$ cat src/rtl/matmul_pkg.sv
// Shared types and widths for the matmul accelerator's APB initiator.
package matmul_pkg;

    localparam int DATA_WIDTH = 16;
    localparam int BUS_WIDTH  = 64;
    localparam int ADDR_WIDTH = 32;
    localparam int STRB_WIDTH = BUS_WIDTH / 8;

    typedef struct packed {
        logic                  write;
        logic [ADDR_WIDTH-1:0] addr;
        logic [BUS_WIDTH-1:0]  wdata;
        logic [STRB_WIDTH-1:0] strb;
    } apb_cmd_t;

    typedef enum logic [1:0] {
        IDLE,
        SETUP,
        ACCESS
    } apb_mst_state_e;

endpackage

$ cat src/rtl/matmul_apb_cmd_fifo.sv
// Two-entry command queue in front of the APB initiator; a push while full is dropped.
module matmul_apb_cmd_fifo
    import matmul_pkg::*;
(
    input  logic     i_clk,
    input  logic     i_rst_n,
    input  logic     i_push,
    input  apb_cmd_t i_data,
    input  logic     i_pop,
    output apb_cmd_t o_data,
    output logic     o_full,
    output logic     o_empty
);

    apb_cmd_t   r_mem [2];
    logic       r_wrPtr;
    logic       r_rdPtr;
    logic [1:0] r_count;
    logic       w_push;
    logic       w_pop;

    // Fullness is judged before the pop, so a pop never makes room for a same-cycle push.
    assign w_push  = i_push & ~o_full;
    assign w_pop   = i_pop & ~o_empty;
    assign o_full  = (r_count == 2'd2);
    assign o_empty = (r_count == 2'd0);
    assign o_data  = r_mem[r_rdPtr];

    always_ff @(posedge i_clk or negedge i_rst_n) begin
        if (!i_rst_n) begin
            r_mem[0] <= '0;
            r_mem[1] <= '0;
            r_wrPtr  <= 1'b0;
            r_rdPtr  <= 1'b0;
            r_count  <= 2'd0;
        end else begin
            if (w_push) begin
                r_mem[r_wrPtr] <= i_data;
                r_wrPtr        <= ~r_wrPtr;
            end
            if (w_pop) begin
                r_rdPtr <= ~r_rdPtr;
            end
            r_count <= r_count + {1'b0, w_push} - {1'b0, w_pop};
        end
    end

endmodule

$ cat src/rtl/matmul_apb_master.sv
// APB initiator for the matmul slave port: queued commands become SETUP/ACCESS transfers.
// Optional ACCESS-phase timeout abort is built only when MATMUL_APB_TIMEOUT_EN is defined.
module matmul_apb_master
   import matmul_pkg::*;
#(
   parameter int TIMEOUT_CYC = 256
)
(
   input  logic                  clk_i,
   input  logic                  rst_ni,
   input  logic                  cmd_valid_i,
   output logic                  cmd_ready_o,
   input  logic                  cmd_write_i,
   input  logic [ADDR_WIDTH-1:0] cmd_addr_i,
   input  logic [BUS_WIDTH-1:0]  cmd_wdata_i,
   input  logic [STRB_WIDTH-1:0] cmd_strb_i,
   output logic                  rsp_valid_o,
   input  logic                  rsp_ready_i,
   output logic [BUS_WIDTH-1:0]  rsp_rdata_o,
   output logic                  rsp_err_o,
   output logic                  busy_o,
   output logic                  psel_o,
   output logic                  penable_o,
   output logic                  pwrite_o,
   output logic [ADDR_WIDTH-1:0] paddr_o,
   output logic [BUS_WIDTH-1:0]  pwdata_o,
   output logic [STRB_WIDTH-1:0] pstrb_o,
   input  logic                  pready_i,
   input  logic                  pslverr_i,
   input  logic [BUS_WIDTH-1:0]  prdata_i
);

   apb_mst_state_e        r_state;
   logic                  r_rstDone;
   logic                  r_psel;
   logic                  r_penable;
   logic                  r_pwrite;
   logic [ADDR_WIDTH-1:0] r_paddr;
   logic [BUS_WIDTH-1:0]  r_pwdata;
   logic [STRB_WIDTH-1:0] r_pstrb;
   logic                  r_rspValid;
   logic [BUS_WIDTH-1:0]  r_rspRdata;
   logic                  r_rspErr;

   apb_cmd_t w_cmdIn;
   apb_cmd_t w_head;
   logic     w_fifoFull;
   logic     w_fifoEmpty;
   logic     w_cmdReady;
   logic     w_rspTake;
   logic     w_issue;

`ifdef MATMUL_APB_TIMEOUT_EN
   localparam int TO_W = $clog2(TIMEOUT_CYC + 1);
   logic [TO_W-1:0] r_toCnt;
`endif

   assign w_cmdIn.write = cmd_write_i;
   assign w_cmdIn.addr  = cmd_addr_i;
   assign w_cmdIn.wdata = cmd_wdata_i;
   assign w_cmdIn.strb  = cmd_strb_i;

   // cmd_ready stays low until the first edge after reset release.
   assign w_cmdReady = r_rstDone & ~w_fifoFull;
   assign w_rspTake  = r_rspValid & rsp_ready_i;
   assign w_issue    = (r_state == IDLE) & ~w_fifoEmpty & (~r_rspValid | rsp_ready_i);

   matmul_apb_cmd_fifo u_cmdFifo (
      .i_clk   (clk_i),
      .i_rst_n (rst_ni),
      .i_push  (cmd_valid_i & w_cmdReady),
      .i_data  (w_cmdIn),
      .i_pop   (w_issue),
      .o_data  (w_head),
      .o_full  (w_fifoFull),
      .o_empty (w_fifoEmpty)
   );

   // Main transfer FSM: issue from the FIFO, run SETUP then ACCESS, and capture the response.
   always_ff @(posedge clk_i or negedge rst_ni) begin
      if (!rst_ni) begin
         r_state    <= IDLE;
         r_rstDone  <= 1'b0;
         r_psel     <= 1'b0;
         r_penable  <= 1'b0;
         r_pwrite   <= 1'b0;
         r_paddr    <= '0;
         r_pwdata   <= '0;
         r_pstrb    <= '0;
         r_rspValid <= 1'b0;
         r_rspRdata <= '0;
         r_rspErr   <= 1'b0;
`ifdef MATMUL_APB_TIMEOUT_EN
         r_toCnt    <= '0;
`endif
      end else begin
         r_rstDone <= 1'b1;
         if (w_rspTake) begin
            r_rspValid <= 1'b0;
         end
         case (r_state)
            IDLE: begin
               if (w_issue) begin
                  r_psel   <= 1'b1;
                  r_pwrite <= w_head.write;
                  r_paddr  <= w_head.addr;
                  r_pwdata <= w_head.wdata;
                  r_pstrb  <= w_head.write ? w_head.strb : '0;
                  r_state  <= SETUP;
               end
            end
            SETUP: begin
               r_penable <= 1'b1;
               r_state   <= ACCESS;
`ifdef MATMUL_APB_TIMEOUT_EN
               r_toCnt   <= '0;
`endif
            end
            ACCESS: begin
               if (pready_i) begin
                  r_psel     <= 1'b0;
                  r_penable  <= 1'b0;
                  r_rspValid <= 1'b1;
                  r_rspRdata <= r_pwrite ? '0 : prdata_i;
                  r_rspErr   <= pslverr_i;
                  r_state    <= IDLE;
               end
`ifdef MATMUL_APB_TIMEOUT_EN
               else if (r_toCnt == TO_W'(TIMEOUT_CYC - 1)) begin
                  r_psel     <= 1'b0;
                  r_penable  <= 1'b0;
                  r_rspValid <= 1'b1;
                  r_rspRdata <= '0;
                  r_rspErr   <= 1'b1;
                  r_state    <= IDLE;
               end else begin
                  r_toCnt <= r_toCnt + TO_W'(1);
               end
`endif
            end
            default: r_state <= IDLE;
         endcase
      end
   end

   assign cmd_ready_o = w_cmdReady;
   assign busy_o      = (r_state != IDLE) | ~w_fifoEmpty;
   assign psel_o      = r_psel;
   assign penable_o   = r_penable;
   assign pwrite_o    = r_pwrite;
   assign paddr_o     = r_paddr;
   assign pwdata_o    = r_pwdata;
   assign pstrb_o     = r_pstrb;
   assign rsp_valid_o = r_rspValid;
   assign rsp_rdata_o = r_rspRdata;
   assign rsp_err_o   = r_rspErr;

endmodule

$ cat config.mk
export PLATFORM = sky130hd
export DESIGN_NAME = matmul_apb_master
export DESIGN_NICKNAME = d
export VERILOG_FILES = /design/src/rtl/matmul_pkg.sv /design/src/rtl/matmul_apb_cmd_fifo.sv /design/src/rtl/matmul_apb_master.sv
export SDC_FILE = /design/constraint.sdc
export NUM_CORES = 1
export LEC_CHECK = 0
export BUFFER_PORTS_ARGS = -buffer_cell sky130_fd_sc_hd__buf_4
export CAP_MARGIN = 0
export CORE_MARGIN = 1
export CORE_UTILIZATION = 49
export DETAILED_ROUTE_END_ITERATION = 10
export PLACE_DENSITY = 0.74
export SYNTH_ARGS = -nofsm -noshare
export SYNTH_HDL_FRONTEND = slang
export SYNTH_SLANG_ARGS = --single-unit
$ cat constraint.sdc
create_clock -name clk_i -period 2.1 [get_ports clk_i]
set_clock_uncertainty 0.15 [all_clocks]
set_input_delay 0.21 -clock clk_i [delete_from_list [all_inputs] [get_ports clk_i]]
set_output_delay 0.21 -clock clk_i [all_outputs]
set_load 0.005 [all_outputs]
### Word-level counts from Yosys, hierarchy flattened

Index checks and enable logic that the tools add are counted.

| storage, ports and cells | value |
|---|---|
| output and inout port bits | 175 |
| bits of input ports | 175 |
| word-level logic and storage cells | 77 |
| register bits | 390 |

| operators by class | value |
|---|---|
| add/subtract/negate cells | 2 |
| bitwise logic cells | 16 |
| mux-type cells | 18 |
| magnitude comparators | 3 |
| equal/unequal tests | 5 |
| reduce and logical (&&, ||, !) cells | 11 |

Operator list:

| operator | count |
|---|---|
| $mux W105 | 4 |
| $bwmux W210 | 1 |
| $demux W105 S1 | 1 |
| $mux W64 | 1 |
| $mux W8 | 1 |
| $reduce_and A2 Y1 | 4 |
| $and A1 B1 Y1 | 7 |
| $pmux W2 S3 | 1 |
| $reduce_bool A2 Y1 | 3 |
| $mux W1 | 5 |
| $not A1 Y1 | 5 |
| $eq A2 B2 Y1 const B | 2 |
| $ge A2 B2 Y1 const B | 2 |
| $logic_not A2 Y1 | 2 |
| $mux W2 | 2 |
| $not A1 Y2 | 2 |
| $pmux W1 S2 | 2 |
| $reduce_and A3 Y1 | 1 |
| $add A2 B1 Y2 | 1 |
| $eq A2 B1 Y1 const B | 1 |
| $lt A2 B1 Y1 const B | 1 |
| $ne A2 B1 Y1 const B | 1 |
| $ne A2 B2 Y1 const B | 1 |
| $or A1 B1 Y1 | 2 |
| other kinds (2) | 2 |

### Depth between registers and ports, before layout

| logic depth | value |
|---|---|
| depth in word-level cells | 7 |
| depth in mapped cells | 9 |
| depth with buffers taken out | 7 |

### Modules after synthesis

A second synthesis with hierarchy kept.

| unflattened totals | value |
|---|---|
| cell total of the unflattened synthesis | 1119 |
| area total of the unflattened synthesis | 16184.3 µm² |

By module, submodules not included:

| module | cells each | instances | area each (µm²) |
|---|---|---|---|
| matmul_apb_cmd_fifo | 578 | 1 | 9303.9 |
| matmul_apb_master | 541 | 1 | 6880.3 |

### Least setup slack after synthesis

Ideal clock, no wire load.

| timing | value |
|---|---|
| kind | reg2reg |
| start | reg r_rspValid, in the netlist rsp_valid_o |
| end | reg u_cmdFifo.r_count[1] |
| required time | 1.870 ns |
| arrival | 1.962 ns |
| clock period less this slack | 2.192 ns |
| buffers on the path | 2 |
| stages on the path, launching flop included | 10 |
| slack | -0.092 ns |
| cell sequence | dfrtp_1 nor2b_1 nor4_4 buf_2 buf_6 ha_1 inv_1 ha_1 xnor2_1 xnor2_1 |

| on the way | value |
|---|---|
| word-level cells in the longest chain between the ends | 5 |

RTL lines:

| item | RTL line | source |
|---|---|---|
| from (decl) | matmul_apb_master.sv:41 | `logic r_rspValid;` |
| from (signal assigned) | matmul_apb_master.sv:90 | `r_rspValid <= 1'b0;` |
| from (signal assigned) | matmul_apb_master.sv:99 | `r_rspValid <= 1'b0;` |
| from (signal assigned) | matmul_apb_master.sv:123 | `r_rspValid <= 1'b1;` |
| $not A1 Y1 | matmul_apb_master.sv:66 | `assign w_issue = (r_state == IDLE) & ~w_fifoEmpty & (~r_rspValid \| rsp_ready_i);` |
| $or A1 B1 Y1 | matmul_apb_master.sv:66 |  |
| $and A1 B1 Y1 | matmul_apb_master.sv:66 |  |
| $and A1 B1 Y1 | matmul_apb_cmd_fifo.sv:24 | `assign w_pop = i_pop & ~o_empty;` |
| via u_cmdFifo.w_pop | matmul_apb_cmd_fifo.sv:20 | `logic w_pop;` |
| $sub A2 B1 Y2 | matmul_apb_cmd_fifo.sv:44 | `r_count <= r_count + {1'b0, w_push} - {1'b0, w_pop};` |
| to (signal assigned) | matmul_apb_cmd_fifo.sv:44 |  |
| to (decl) | matmul_apb_cmd_fifo.sv:18 | `logic [1:0] r_count;` |

The timed path passes the listed nets, and every way through them passes these cells.
A chain may end at the register's enable or synchronous reset.

### Worst setup path in the final report

| timing | value |
|---|---|
| start | reg r_rspValid, in the netlist rsp_valid_o |
| end | reg u_cmdFifo.r_count[1] |

| on the way | value |
|---|---|
| word-level cells in the longest chain between the ends | 5 |

RTL lines:

| item | RTL line |
|---|---|
| $not A1 Y1 | matmul_apb_master.sv:66 |
| $or A1 B1 Y1 | matmul_apb_master.sv:66 |
| $and A1 B1 Y1 | matmul_apb_master.sv:66 |
| $and A1 B1 Y1 | matmul_apb_cmd_fifo.sv:24 |
| $sub A2 B1 Y2 | matmul_apb_cmd_fifo.sv:44 |

No other way between the ends.

==> results.sh <==
export IMPL_status="finished clean"
export IMPL_multi_input_area_um2=5790
export IMPL_power_density_nw_per_um2=1530
export IMPL_grt_pass1_vias=11711
export IMPL_cts_sinks=390
export IMPL_start_kind="flop"
export IMPL_clk_pin_slew_worst_paths_ns=0.06
export IMPL_hold_violations=0
export IMPL_post_drt_wl_per_cell_um=18.8
export IMPL_cts_buffers_inserted=41
export IMPL_yosysWarnings=0
export IMPL_cp_max_fo=5
export IMPL_setup_viol=0
export IMPL_syn_num_nets=1286
export IMPL_drt_antenna_violating_nets=0
export IMPL_die_w_um=182
export IMPL_cts_resized=0
export IMPL_die_h_um=182
export IMPL_viasPerCell=5.19
export IMPL_seq_area_um2=9760
export IMPL_drc=0
export IMPL_cts_max_level=2
export IMPL_min_period_ns=1.97
export IMPL_finalMaxSlewViolations=0
export IMPL_end_kind="flop"
export IMPL_syn_cell_area_um2=15800
export IMPL_fp_coreArea_um2=31700
export IMPL_ys_seq_area_share_pct=61.6
export IMPL_portBuffers=349
export IMPL_grt_max_degree=91
export IMPL_rsz0062_at_grt="no"
export IMPL_vias=10782
export IMPL_io_pins=350
export IMPL_hold_buffers=174
export IMPL_finalCoreUtilization_pct=70.6
export IMPL_final_setup_tns_ns=0
export IMPL_drt_initial_drc_count=509
export IMPL_layout_nets=1820
export IMPL_cts_tree="built"
export IMPL_grt_usage_pct=24.0
export IMPL_cp_required_ns=2.39
export IMPL_drive_gt1_share_pct=51.6
export IMPL_fp_dieArea_um2=33000
export IMPL_grt_overflow=0
export IMPL_final_fill_count=2073
export IMPL_postCtsSetupBuffers=0
export IMPL_leakage_nw=10.4
export IMPL_first_pass_iters=5
export IMPL_irDropWorstVdd_mv=0.950
export IMPL_finalPower_mw=34.2
export IMPL_rows=65
export IMPL_final_common_cell="mux2_2"
export IMPL_ys_ff_latch=390
export IMPL_totalWireLength_mm=38.9
export IMPL_root_buffer="clkbuf_16"
export IMPL_synth_cell_types=27
export IMPL_antenna_found_initial=2
export IMPL_final_cell_mix="mux2_2 (406), dfrtp_1 (389), buf_4 (361)"
export IMPL_hold_path_class="in -> async"
export IMPL_routabilityCongestion=0.760
export IMPL_synth_avg_cell_area_um2=14.3
export IMPL_max_freq_ghz=0.507
export IMPL_grt_pass1_wl_mm=62.8
export IMPL_fin_crit_sh_pct=93.9
export IMPL_worstSetupPathType="reg -> reg"
export IMPL_start_util_pct=49.9
export IMPL_maxCapViolCount=0
export IMPL_hpwl_mm=24.5
export IMPL_synthesis_instances=1109
export IMPL_clock_latency_ns=0.52
export IMPL_cts_path_max_buffers=3
export IMPL_worstPathArrival_ns=2.27
export IMPL_areaGrowthSynthToFinish_pct=41.3
## final timing paths
| check | from | to | slack, ns | depth (start not counted) |
|---|---|---|---|---|
| max in group asynchronous | rst_ni | u_cmdFifo.r_mem[77]$_DFFE_PN0P_ | 1.05 | 3 |
| worst min register to register | rsp_rdata_o[53]$_DFFE_PN0P_ | rsp_rdata_o[53]$_DFFE_PN0P_ | 0.33 | 2 |
| worst max register to register | rsp_valid_o$_DFF_PN0_ | u_cmdFifo.r_count[1]$_DFF_PN0_ | 0.13 | 8 |
| worst min-delay path | rst_ni | rsp_rdata_o[8]$_DFFE_PN0P_ | 0.03 | 2 |
| min in group clk_i | cmd_wdata_i[63] | u_cmdFifo.r_mem[176]$_DFFE_PN0P_ | 0.32 | 3 |
| worst max-delay path | rsp_valid_o$_DFF_PN0_ | u_cmdFifo.r_count[1]$_DFF_PN0_ | 0.13 | 8 |
## per-layer routing
metal / share of wire (%) / global-route usage [%] / wire length [um]
met3: 6.1 / 5.35 / 2380
met4: 3.9 / 9.69 / 1510
met5: 0 / 0 / 0
met2: 50 / 41.4 / 19300
met1: 40 / 29.1 / 15700
## critical path, cell delays in order, from the launching register on
cell and delay [ns]:
dfrtp_1 0.37, nor2b_4 0.14, nor4_4 0.38, buf_12 0.18, ha_4 0.20, inv_2 0.04
ha_2 0.18, xnor2_2 0.12, xnor2_1 0.13
## sequential cells by signal, indices dropped and copies added, names as in the netlist
signal / cells
pwrite_o: 1
pstrb_o: 8
u_cmdFifo.r_count: 2
r_state: 2
rsp_err_o: 1
r_rstDone: 1
pwdata_o: 64
rsp_rdata_o: 64
psel_o: 1
paddr_o: 32
rsp_valid_o: 1
u_cmdFifo.r_rdPtr: 1
u_cmdFifo.r_wrPtr: 1
penable_o: 1
u_cmdFifo.r_mem: 210
## Yosys cell counts (all sizes together)
cell type	count	area share (%)
clkbuf	30	0.71
buf	38	1.3
mux2	412	29
nand4	1	0.040
ha	2	0.16
a21o	1	0.047
nand2	129	3.1
nor2	12	0.28
nor4	2	0.17
mux2i	10	0.63
conb	1	0.024
and2	1	0.040
inv	4	0.095
and3	1	0.040
nand2b	2	0.079
xor2	2	0.11
a21oi	1	0.032
o21ai	65	2.1
and4b	1	0.063
nor2b	1	0.040
xnor2	2	0.11
dfrtp	390	62
nand3b	1	0.047
## where the power goes
group / switching [mW] / internal (mW) / total, mW
sequential: 2.07 / 11.4 / 13.5
combinational: 5.16 / 8.27 / 13.4
clock: 2.88 / 4.48 / 7.36
total: 10.1 / 24.1 / 34.2
## metrics by stage
step / hold WS [ns] / std cells / area, um2 / setup WS, ns
after floorplan: -0.236 / 1109 / 15900 / 0.00431
after global placement: -0.0168 / 1828 / 19300 / 0.143
after detailed placement: -0.0169 / 1828 / 19300 / 0.112
after CTS: 0.0166 / 2075 / 22400 / 0.108
after global routing: 0.0377 / 2077 / 22400 / 0.0418
final: 0.0273 / 2077 / 22400 / 0.128
## cells by family after synthesis
| logic type | share of synthesized area [%] |
|---|---|
| AOI/OAI and AO/OA | 2.13 |
| xor gates and xnor gates | 0.221 |
| adders and majority gates | 0.158 |
| buffers and inverters | 2.06 |
| DFF | 61.6 |
| muxes | 29.9 |
| other | 0.0237 |
| and+or+nand+nor | 3.86 |
## final cells by class
class                      count  area share [%]
antenna                        2          0.0224
clock buffer                  59            5.39
clock inverter                14           0.788
inverter                       4          0.0671
multi-input combinational    647            25.9
sequential                   390            43.6
tap                          402            2.25
timing repair buffer         559            22.0
Note: power is estimated with default switching activity, not from simulation.
